**config.mk**
```make
export PLATFORM = sky130hd
export DESIGN_NAME = hazard_ctrl_unit
export DESIGN_NICKNAME = d
export VERILOG_FILES = /design/src/rtl/hazard_ctrl_unit.sv
export SDC_FILE = /design/constraint.sdc
export NUM_CORES = 1
export LEC_CHECK = 0
export CORE_MARGIN = 4
export CORE_UTILIZATION = 25
export DETAILED_ROUTE_END_ITERATION = 8
export PLACE_DENSITY = 0.82
export SLEW_MARGIN = 25
export SYNTH_ARGS = -nofsm -noshare
export SYNTH_HDL_FRONTEND = slang
export SYNTH_SLANG_ARGS = --single-unit
```
**constraint.sdc**
```tcl
create_clock -name clk -period 1.5 [get_ports clk]
set_input_delay 0.15 -clock clk [delete_from_list [all_inputs] [get_ports clk]]
set_output_delay 0.15 -clock clk [all_outputs]
set_load 0.05 [all_outputs]
```
**src/rtl/hazard_ctrl_unit.sv**
```systemverilog
// Hazard controller for the 5-stage RISC-V pipeline: stalls, flushes, E-stage forwarding and the MUL hold FSM.
// Optional feature macro: HAZARD_FWD_EN (defined = operand forwarding, undefined = stall on every RAW hazard).
module hazard_ctrl_unit #(
  parameter int MUL_LAT = 4
) (
  input  logic       clk,
  input  logic       rst,
  input  logic [4:0] Rs1D,
  input  logic [4:0] Rs2D,
  input  logic [4:0] Rs1E,
  input  logic [4:0] Rs2E,
  input  logic [4:0] RdE,
  input  logic       RegWriteE,
  input  logic [1:0] ResultSrcE,
  input  logic       PCSrcE,
  input  logic       MulStartE,
  input  logic [4:0] RdM,
  input  logic [4:0] RdW,
  input  logic       RegWriteM,
  input  logic       RegWriteW,
  output logic       StallF,
  output logic       StallD,
  output logic       StallE,
  output logic       FlushD,
  output logic       FlushE,
  output logic       FlushM,
  output logic [1:0] ForwardAE,
  output logic [1:0] ForwardBE,
  output logic       MulDoneE
);

  localparam int CNT_W      = (MUL_LAT > 1) ? $clog2(MUL_LAT) : 1;
  localparam int CNT_INIT_I = (MUL_LAT > 1) ? (MUL_LAT - 2) : 0;
  localparam logic [CNT_W-1:0] CNT_INIT = CNT_W'(CNT_INIT_I);
  localparam logic [CNT_W-1:0] CNT_ONE  = CNT_W'(1);
  localparam logic [CNT_W-1:0] CNT_ZERO = CNT_W'(0);

  typedef enum logic [0:0] {
    IDLE = 1'b0,
    BUSY = 1'b1
  } state_e;

  state_e           state_q;
  state_e           state_d;
  logic [CNT_W-1:0] cnt_q;
  logic [CNT_W-1:0] cnt_d;

  logic       mul_stall_s;
  logic       mul_done_s;
  logic       lw_stall_s;
  logic       raw_stall_s;
  logic [1:0] fwd_a_s;
  logic [1:0] fwd_b_s;

  // A matching write in M takes precedence over W because it is the younger result.
  function automatic logic [1:0] fwd_sel(
    input logic [4:0] rs,
    input logic       wr_m,
    input logic [4:0] rd_m,
    input logic       wr_w,
    input logic [4:0] rd_w
  );
    logic [1:0] sel;
    if (wr_m && (rd_m != 5'd0) && (rd_m == rs)) begin
      sel = 2'b10;
    end else if (wr_w && (rd_w != 5'd0) && (rd_w == rs)) begin
      sel = 2'b01;
    end else begin
      sel = 2'b00;
    end
    return sel;
  endfunction

  // Busy FSM state and countdown register.
  always_ff @(posedge clk) begin
    if (rst) begin
      state_q <= IDLE;
      cnt_q   <= CNT_ZERO;
    end else begin
      state_q <= state_d;
      cnt_q   <= cnt_d;
    end
  end

  // Next-state logic: the counter covers the stalled cycles after the first one.
  always_comb begin
    state_d     = state_q;
    cnt_d       = cnt_q;
    mul_stall_s = 1'b0;
    mul_done_s  = 1'b0;
    case (state_q)
      IDLE: begin
        if (MulStartE) begin
          if (MUL_LAT > 1) begin
            mul_stall_s = 1'b1;
            state_d     = BUSY;
            cnt_d       = CNT_INIT;
          end else begin
            mul_done_s  = 1'b1;
          end
        end else begin
          state_d = IDLE;
        end
      end
      BUSY: begin
        if (cnt_q != CNT_ZERO) begin
          mul_stall_s = 1'b1;
          cnt_d       = cnt_q - CNT_ONE;
        end else begin
          mul_done_s  = 1'b1;
          state_d     = IDLE;
        end
      end
      default: begin
        state_d = IDLE;
        cnt_d   = CNT_ZERO;
      end
    endcase
  end

  // Load-use and RAW hazard detection against the instruction in D.
  always_comb begin
    lw_stall_s = (ResultSrcE == 2'b01) && (RdE != 5'd0) &&
                 ((RdE == Rs1D) || (RdE == Rs2D));
`ifdef HAZARD_FWD_EN
    raw_stall_s = 1'b0;
    fwd_a_s     = fwd_sel(Rs1E, RegWriteM, RdM, RegWriteW, RdW);
    fwd_b_s     = fwd_sel(Rs2E, RegWriteM, RdM, RegWriteW, RdW);
`else
    // W is not checked: the register file writes before it is read.
    raw_stall_s = ((Rs1D != 5'd0) && ((RegWriteE && (RdE == Rs1D)) ||
                                      (RegWriteM && (RdM == Rs1D)))) ||
                  ((Rs2D != 5'd0) && ((RegWriteE && (RdE == Rs2D)) ||
                                      (RegWriteM && (RdM == Rs2D))));
    fwd_a_s     = 2'b00;
    fwd_b_s     = 2'b00;
`endif
  end

`ifdef HAZARD_FWD_EN
  logic unused_s;
  assign unused_s = RegWriteE;
`else
  logic unused_s;
  assign unused_s = ^{Rs1E, Rs2E, RdW, RegWriteW};
`endif

  // Output decode; a held E must never be cleared, so mul_stall masks the flushes.
  always_comb begin
    StallF    = 1'b0;
    StallD    = 1'b0;
    StallE    = 1'b0;
    FlushD    = 1'b0;
    FlushE    = 1'b0;
    FlushM    = 1'b0;
    ForwardAE = 2'b00;
    ForwardBE = 2'b00;
    MulDoneE  = 1'b0;
    if (rst) begin
      StallF = 1'b0;
    end else begin
      StallF    = lw_stall_s || raw_stall_s || mul_stall_s;
      StallD    = lw_stall_s || raw_stall_s || mul_stall_s;
      StallE    = mul_stall_s;
      FlushM    = mul_stall_s;
      FlushD    = PCSrcE && !mul_stall_s;
      FlushE    = (lw_stall_s || raw_stall_s || PCSrcE) && !mul_stall_s;
      ForwardAE = fwd_a_s;
      ForwardBE = fwd_b_s;
      MulDoneE  = mul_done_s;
    end
  end

endmodule

```
# [Word level (Yosys, flattened, before mapping)]
# Index checks and enable logic that the tools add are counted.
[totals] ff_bits=3 input_bits=44 elab_cells=47
[op_classes] addsub=1 eq_ne=7 mux=13 bitwise_logic=1 n_reduce_logical=23
[ops] cell="5-bit == test" count=4
[ops] cell="5-bit nonzero test" count=3
[ops] cell="1-bit logical AND" count=10
[ops] cell="1-bit 2-to-1 mux" count=8
[ops] cell="1-bit logical OR" count=7
[ops] cell="2-bit 2-to-1 mux" count=2
[ops] cell="1-bit one-hot mux with 2 select lines" count=2
[ops] cell="2-bit one-hot mux with 2 select lines" count=1
[ops] cell="2-bit by 1-bit == test with 1-bit output, second input constant" count=1
[ops] cell="2-bit by 1-bit != test with 1-bit output, second input constant" count=1
[ops] cell="2-bit != test, second input constant" count=1
[ops] cell="2-bit AND reduction" count=1
[ops] cell="2-bit nonzero test" count=1
[ops] cell="2-bit by 1-bit subtractor with 2-bit output, second input constant" count=1
[ops] cell="1-bit zero test" count=1
[ops] cell="1-bit NOT" count=1

# [Depth between registers and ports, before layout]
# Gate-level depths: netlist of the first run.
[depth] depth_word=9 ltp_mapped=6 mapped_depth_nobuf=6

# [Worst setup path before layout of the first run]
# OpenSTA, ideal clock, no wires.
[synth_path] path_kind="input -> output" start="input ResultSrcE[0]" end="output StallF" arrival_ps=2131 path_slack_ps=-781 cell_stages=6 n_path_buf=1 path_cell_list="nor2b_1 > o21ai_2 > a2111oi_1 > nor3_2 > a31oi_1 > buf_4"
[synth_via] elab_chain_len=6
[synth_lines] element="from (decl)" line="14" rtl="input logic [1:0] ResultSrcE,"
[synth_lines] element="2-bit by 1-bit == test with 1-bit output" line="123" rtl="lw_stall_s = (ResultSrcE == 2'b01) && (RdE != 5'd0) &&"
[synth_lines] element="1-bit logical AND (2 in a row)" line="123"
[synth_lines] element="1-bit logical OR (2 in a row)"
[synth_lines] element="1-bit 2-to-1 mux"
[synth_lines] element="to (decl)" line="21" rtl="output logic StallF,"
# Every way passes these cells.

# [Worst setup path in the final report of the first run]
[layout_path] start="input RdE[2]" end="output StallD"
[layout_via] elab_chain_len=8 word_cells_on_any_way=16
[layout_lines] element="from (decl)" line="12" rtl="input logic [4:0] RdE,"
[layout_lines] element="5-bit == test, on equally long branches" line="124, 131, 133"
[layout_lines] element="1-bit logical AND, on equally long branches" line="131, 133"
[layout_lines] element="1-bit logical OR, on equally long branches" line="131, 133"
[layout_lines] element="1-bit logical AND, on equally long branches" line="131, 133"
[layout_lines] element="1-bit logical OR" line="132" rtl="(RegWriteM && (RdM == Rs1D)))) ||"
[layout_lines] element="1-bit logical OR (*) (2 in a row)" line="163" rtl="StallD = lw_stall_s || raw_stall_s || mul_stall_s;"
[layout_lines] element="1-bit 2-to-1 mux (*)" line="159" rtl="if (rst) begin"
[layout_lines] element="to (decl)" line="22" rtl="output logic StallD,"
# Every way passes the cells marked *; elsewhere a longest branch is shown, timed or not.

==> results of run 1 <==
[metal layers]
layer	GRT usage [%]	share of wire, %
met2	30.0	57
met3	3.99	9.7
met4	3.83	1.3
met1	14.4	32
met5	0	0
[registers in the layout (all words and copies together) (netlist names)]
signal   flops
cnt_q        2
state_q      1
[metrics by stage]
step	utilization (%)	power (W)
5_1_grt	68.2	0.000742
4_1_cts	63.1	0.000673
6_report	68.2	0.000698
3_3_place_gp	56.3	0.000462
2_1_floorplan	-	0.000298
3_5_place_dp	56.3	0.000473
[power by group through the flow]
stage / clock network [W] / logic (W) / registers (W)
after floorplan: 0 / 0.000205 / 0.0000932
after global placement: 0 / 0.000369 / 0.0000938
after detailed placement: 0 / 0.000378 / 0.0000947
after CTS: 0.000153 / 0.000422 / 0.0000976
after global routing: 0.000165 / 0.000478 / 0.0000994
final: 0.000150 / 0.000449 / 0.0000986
[cell type report]
class / instances / area share (%)
sequential: 3 / 5.09
inverter: 3 / 0.916
clock buffer: 4 / 2.14
tap: 25 / 2.55
multi-input combinational: 58 / 47.1
timing repair buffer: 54 / 42.2
[cell families after synthesis]
logic type | after synthesis
AOI/OAI and AO/OA | 8
DFF | 3
other | 1
and+or+nand+nor | 25
xor gates and xnor gates | 20
adders and majority gates | 1
buffers and inverters | 9
[what timing repair did]
item / in CTS / in global routing
resized for setup: 62 / 28
gates cloned: 0 / 0
hold buffers: 0 / 0
buffers inserted: 3 / 3
endpoints found under the setup margin: 6 / 7
pin swaps: 11 / 15
[worst reg2reg max path, cell delays in order, from the launching register on]
cell	delay, ns
dfxtp_2	0.33
inv_2	0.05
ha_4	0.16
buf_4	0.12
nor2b_1	0.18
nor2_1	0.07
nor3_1	0.19
[how the worst max path moves through the flow]
stage	start	endpoint	slack, ns
floorplan	RdE[1]	StallF	-0.26
detailed placement	Rs2D[1]	StallF	-0.64
global placement	Rs2D[1]	FlushE	-0.60
global route	Rs2D[0]	FlushE	-0.32
CTS	RdE[3]	StallF	-0.37
finish	RdE[2]	StallD	-0.24
[placed cells by master, fill, tap and decap left out, types with 2 or more instances in the layout]
cell type / count
dlymetal6s2s_1: 10
nand3_1: 2
nor2_2: 3
o21ai_4: 3
buf_6: 6
xnor2_1: 9
inv_2: 2
xnor2_2: 3
or4_4: 2
dfxtp_2: 2
clkbuf_2: 3
buf_4: 19
nor3_4: 2
buf_2: 6
clkdlybuf4s50_1: 3
conb_1: 4
clkbuf_4: 3
nor2_1: 3
dlygate4sd2_1: 2
buf_12: 4
xor2_1: 8
==> impl_metrics.env, run 1 <==
export IMPL_critPathKind="in2out"
export IMPL_crit_family="simple AND/OR/NAND/NOR gates"
export IMPL_pre_cts_ws_ns=-0.635
export IMPL_slew_violations=0
export IMPL_place_area_um2=1010
export IMPL_die_area_um2=2780
export IMPL_status="finished with violations"
export IMPL_clock_latency_ns=0.24
export IMPL_drt_iter0_drc=7
export IMPL_firstDrtPassIters=5
export IMPL_p_int_w=0.000408
export IMPL_r2r_start="cnt_q[0]"
export IMPL_netlist_instances=67
export IMPL_antenna_found_initial=0
export IMPL_htree_levels=1
export IMPL_io_pins=55
export IMPL_synth_compound_area_share_pct=11.3
export IMPL_crit_path_end_kind="output port"
export IMPL_synth_commonest_cells="12 x xnor2_1, 8 x xor2_1, 7 x nor2_1"
export IMPL_reg2reg_slack_ns=0.30
export IMPL_routed_wl_mm=2.08
export IMPL_start_util_pct=27.7
export IMPL_r2r_end="cnt_q[0]"
export IMPL_synthToLayoutAreaGrowth_pct=146
export IMPL_synth_most_common_cell="xnor2_1"
export IMPL_synthXorXnorAreaFrac_pct=35.1
export IMPL_clock_sinks=3
export IMPL_startpoint_type="input pin"
export IMPL_hold_depth=2
export IMPL_rsz0062_at_grt="yes"
export IMPL_final_hold_violation_count=0
export IMPL_async_flop_share_pct=0
export IMPL_fp_row_count=15
export IMPL_p_per_area_nw_per_um2=568
export IMPL_cp_slowest_stage_delay_ns=0.53
export IMPL_cts_buffer_depth=2
export IMPL_seq_area_frac_synth_pct=12.0
export IMPL_finalSetupTns_ns=-0.751
export IMPL_fillers=155
export IMPL_finalNonFillerCells=147
export IMPL_swShare_pct=41.6
export IMPL_violations="negative setup slack"
export IMPL_dieHeight_um=52.7
export IMPL_cp_cell_sequence="buf_6 > or4_4 > o21ai_4 > nor3_4 > nor3_4 > a31oi_4 > buf_6"
export IMPL_hp_start="cnt_q[1]"
export IMPL_cp_slowest_cell="or4_4"
export IMPL_worst_path_stages=7
export IMPL_hold_path_class="reg2reg"
export IMPL_worstPathArrival_ns=1.59
export IMPL_die_w_um=52.7
export IMPL_multi_input_area_um2=579
export IMPL_routabilityCongestion=0.814
export IMPL_synth_area_leaders="xnor2_1 21%, xor2_1 14%, dfxtp_1 12%"
export IMPL_reg2reg_depth=6
export IMPL_fmax_mhz=575
export IMPL_cts_tree="built"
export IMPL_synthMuxAreaShare_pct=0
export IMPL_syn_avg_cell_area_um2=7.45
export IMPL_cp_max_fo=2
export IMPL_design_area_um2=1230
export IMPL_via_count=693
export IMPL_core_area_um2=1800
export IMPL_fin_skew_ns=0.000502
export IMPL_synth_simple_area_share_pct=27.1
export IMPL_path_clk_slew_ns=0.04
export IMPL_synth_top_family_by_area="XOR/XNOR gates"
export IMPL_post_drt_wl_per_cell_um=14.1
export IMPL_comb_power_share_pct=64.3
export IMPL_cts_root_buf="clkbuf_4"
export IMPL_ys_ff_latch=3
export IMPL_seq_power_share_pct=14.1
export IMPL_grt_pass1_wl_mm=3.04
export IMPL_routed_via_density=4.71
export IMPL_gr_total_overflow=0
export IMPL_fin_ws_ns=-0.239
export IMPL_grt_use_total_pct=14.9
export IMPL_yosysWarnings=0
export IMPL_grt_start_max_net_pins=6
export IMPL_power_frac_clock_pct=21.5
export IMPL_placedCellCount=137
export IMPL_diodes=0
export IMPL_dp_hpwl_mm=1.47
export IMPL_worstPathRequired_ns=1.35
export IMPL_synth_largest_area_cell="xnor2_1"
export IMPL_path_buf_inv=2
export IMPL_drive_gt1_share_pct=55.7
export IMPL_hold_worst_slack_ns=0.497
export IMPL_nNetsFinal=168
export IMPL_synth_edf_count=0
export IMPL_ys_types=24
export IMPL_ant_nets=0
export IMPL_cap_violations=0
export IMPL_switching_power_w=0.000291
export IMPL_setup_viol=5
export IMPL_period_share_pct=116
export IMPL_synth_flop_cell="dfxtp_1"
export IMPL_route_detailed_drc=0
export IMPL_io_buffers=34
export IMPL_min_to="cnt_q[1]"
export IMPL_numCtsBuffers=3
export IMPL_syn_area_um2=499
export IMPL_synthDominantCellAreaShare_pct=21.1
export IMPL_seq_area_um2=62.6
export IMPL_p_leak_nw=0.588
export IMPL_grt_pass1_vias=701
export IMPL_worst_ir_drop_vdd_mv=0.429
export IMPL_synthAdderAreaFrac_pct=2.51
export IMPL_min_period_ns=1.74
No activity file was read; power rests on OpenSTA's default activity.
==> run 2, diff against run 1 <==
--- a/config.mk
+++ b/config.mk
@@ -6,9 +6,9 @@
 export NUM_CORES = 1
 export LEC_CHECK = 0
 export CORE_MARGIN = 4
-export CORE_UTILIZATION = 25
+export CORE_UTILIZATION = 29
 export DETAILED_ROUTE_END_ITERATION = 8
-export PLACE_DENSITY = 0.82
+export PLACE_DENSITY = 0.89
 export SLEW_MARGIN = 25
 export SYNTH_ARGS = -nofsm -noshare
 export SYNTH_HDL_FRONTEND = slang
==> constraint.sdc (replaced) <==
create_clock -name clk -period 2.2 [get_ports clk]
set_input_delay 0.22 -clock clk [delete_from_list [all_inputs] [get_ports clk]]
set_output_delay 0.22 -clock clk [all_outputs]
set_load 0.05 [all_outputs]
==> impl_metrics.env, run 2 (same netlist as run 1, synthesis figures left out) <==
export IMPL_status="complete, no violations"
export IMPL_cap_violations=0
export IMPL_rsz0062_at_grt="no"
export IMPL_io_pins=55
export IMPL_cts_buffer_depth=2
export IMPL_p_total_w=0.000394
export IMPL_p_per_area_nw_per_um2=399
export IMPL_seq_power_share_pct=16.0
export IMPL_antenna_found_initial=0
export IMPL_worst_ir_drop_vdd_mv=0.217
export IMPL_power_frac_clock_pct=25.1
export IMPL_io_buffers=34
export IMPL_diodes=0
export IMPL_worstPathRequired_ns=1.98
export IMPL_grt_pass1_wl_mm=2.46
export IMPL_clock_sinks=3
export IMPL_synthToLayoutAreaGrowth_pct=97.7
export IMPL_switching_power_w=0.000159
export IMPL_crit_path_end_kind="output port"
export IMPL_min_period_ns=2.08
export IMPL_cp_cell_sequence="clkdlybuf4s50_1 > xnor2_1 > nand3_1 > a2111oi_4 > nor3_2 > a31oi_1 > buf_4"
export IMPL_path_clk_slew_ns=0.04
export IMPL_firstDrtPassIters=4
export IMPL_drive_gt1_share_pct=22.9
export IMPL_swShare_pct=40.5
export IMPL_via_count=623
export IMPL_largest_reg_flops=2
export IMPL_p_int_w=0.000234
export IMPL_routed_wl_mm=1.62
export IMPL_cp_slowest_stage_delay_ns=0.62
export IMPL_layout_common_cells="17 x clkdlybuf4s50_1, 12 x xnor2_1, 11 x buf_4, 10 x dlymetal6s2s_1, 8 x xor2_1"
export IMPL_comb_power_share_pct=58.9
export IMPL_fmax_mhz=481
export IMPL_numCtsBuffers=3
export IMPL_cts_tree="built"
export IMPL_fillers=147
export IMPL_routed_via_density=4.98
export IMPL_grt_start_max_net_pins=7
export IMPL_hold_buffers=0
export IMPL_critPathKind="in2out"
export IMPL_reg_largest_list="cnt_q: 2 flops, state_q: 1 flops"
export IMPL_grt_pass1_vias=623
export IMPL_finalNonFillerCells=125
export IMPL_dieHeight_um=49.5
export IMPL_startpoint_type="input pin"
export IMPL_cts_root_buf="clkbuf_4"
export IMPL_hold_path_class="reg2reg"
export IMPL_place_area_um2=880
export IMPL_core_area_um2=1560
export IMPL_setup_viol=0
export IMPL_design_area_um2=987
export IMPL_die_area_um2=2450
export IMPL_grt_use_total_pct=12.5
export IMPL_die_w_um=49.5
export IMPL_p_leak_nw=0.457
export IMPL_dp_hpwl_mm=1.35
export IMPL_gr_total_overflow=0
export IMPL_post_drt_wl_per_cell_um=13.0
export IMPL_fp_row_count=14
export IMPL_regMostFlops="cnt_q"
export IMPL_final_common_cell="clkdlybuf4s50_1"
export IMPL_nNetsFinal=155
export IMPL_drt_iter0_drc=10
export IMPL_final_hold_violation_count=0
export IMPL_fin_skew_ns=0.00157
export IMPL_start_util_pct=32.0
export IMPL_cp_max_fo=4
export IMPL_slew_violations=0
export IMPL_worstPathArrival_ns=1.86
export IMPL_cp_slowest_cell="clkdlybuf4s50_1"
export IMPL_ant_nets=0
export IMPL_route_detailed_drc=0
export IMPL_period_share_pct=94.6
export IMPL_placedCellCount=121
export IMPL_routabilityCongestion=0.750
export IMPL_clock_latency_ns=0.23
export IMPL_htree_levels=1
[run 2: cell count changes in the layout (fill, tap and decap cells not counted), moves of 4 or more]
cell,before,now
buf_4,19,11
nor2_1,3,7
clkdlybuf4s50_1,3,17
buf_2,6,0
buf_6,6,2
[run 2: timing repair]
action	CTS	global route
setup buffers	0	0
pin swaps	1	8
setup endpoints to repair	3	3
resized for setup	1	19
[run 2: final timing paths]
kind | start | end | slack [ns] | depth (start not counted)
hold / removal | cnt_q[1] | cnt_q[1] | 0.48 | 2
setup / recovery | Rs2D[0] | FlushE | 0.12 | 7
hold reg to reg | cnt_q[1] | cnt_q[1] | 0.48 | 2
setup reg to reg | cnt_q[0] | cnt_q[1] | 1.01 | 5
[run 2: power groups by stage]
| stage | logic (W) | clock network (W) | registers (W) |
|---|---|---|---|
| finish | 0.000232 | 0.0000986 | 0.0000631 |
| global route | 0.000247 | 0.000111 | 0.0000634 |
| CTS | 0.000222 | 0.000105 | 0.0000630 |
| detailed placement | 0.000221 | 0 | 0.0000637 |
| global placement | 0.000215 | 0 | 0.0000636 |
| floorplan | 0.000128 | 0 | 0.0000632 |
[run 2: area by class of cell]
| class | count | area (um^2) | share of cell area (%) |
|---|---|---|---|
| clock buffer | 4 | 26.3 | 2.66 |
| multi-input combinational | 58 | 449 | 45.5 |
| sequential | 3 | 60.1 | 6.08 |
| tap | 16 | 20.0 | 2.03 |
| timing repair buffer | 41 | 420 | 42.6 |
| inverter | 3 | 11.3 | 1.14 |
[run 2: per-layer routing]
| metal | track usage (%) | vias up | wire length (um) |
|---|---|---|---|
| met2 | 25.2 | 35 | 871 |
| met4 | 1.38 | 0 | 17 |
| met1 | 12.0 | 281 | 591 |
| li1 | - | 305 | - |
| met5 | 0 | - | 0 |
| met3 | 5.12 | 2 | 144 |
[run 2: metrics by stage]
stage	hold slack [ns]	utilization, %	setup slack (ns)	TNS [ns]
after floorplan	0.299	-	0.153	0
after global placement	0.467	56.4	-0.0288	-0.0664
after detailed placement	0.477	56.4	-0.0670	-0.181
after CTS	0.485	58.3	-0.00143	-0.00254
after global routing	0.527	63.3	0.0293	0
final	0.483	63.3	0.119	0
[run 2: worst max-delay path: cells and delay by family]
family | cells | cell delay (ns)
buf+inv | 2 | 0.85
compound gates | 2 | 0.41
simple gates | 2 | 0.22
xor+xnor | 1 | 0.16
==> run 3, diff against run 2 <==
--- a/config.mk
+++ b/config.mk
@@ -9,7 +9,6 @@
 export CORE_UTILIZATION = 29
 export DETAILED_ROUTE_END_ITERATION = 8
 export PLACE_DENSITY = 0.89
-export SLEW_MARGIN = 25
 export SYNTH_ARGS = -nofsm -noshare
 export SYNTH_HDL_FRONTEND = slang
 export SYNTH_SLANG_ARGS = --single-unit
==> results of run 3 <==
No change in the layout: final DEF, timing and power equal those of run 2.
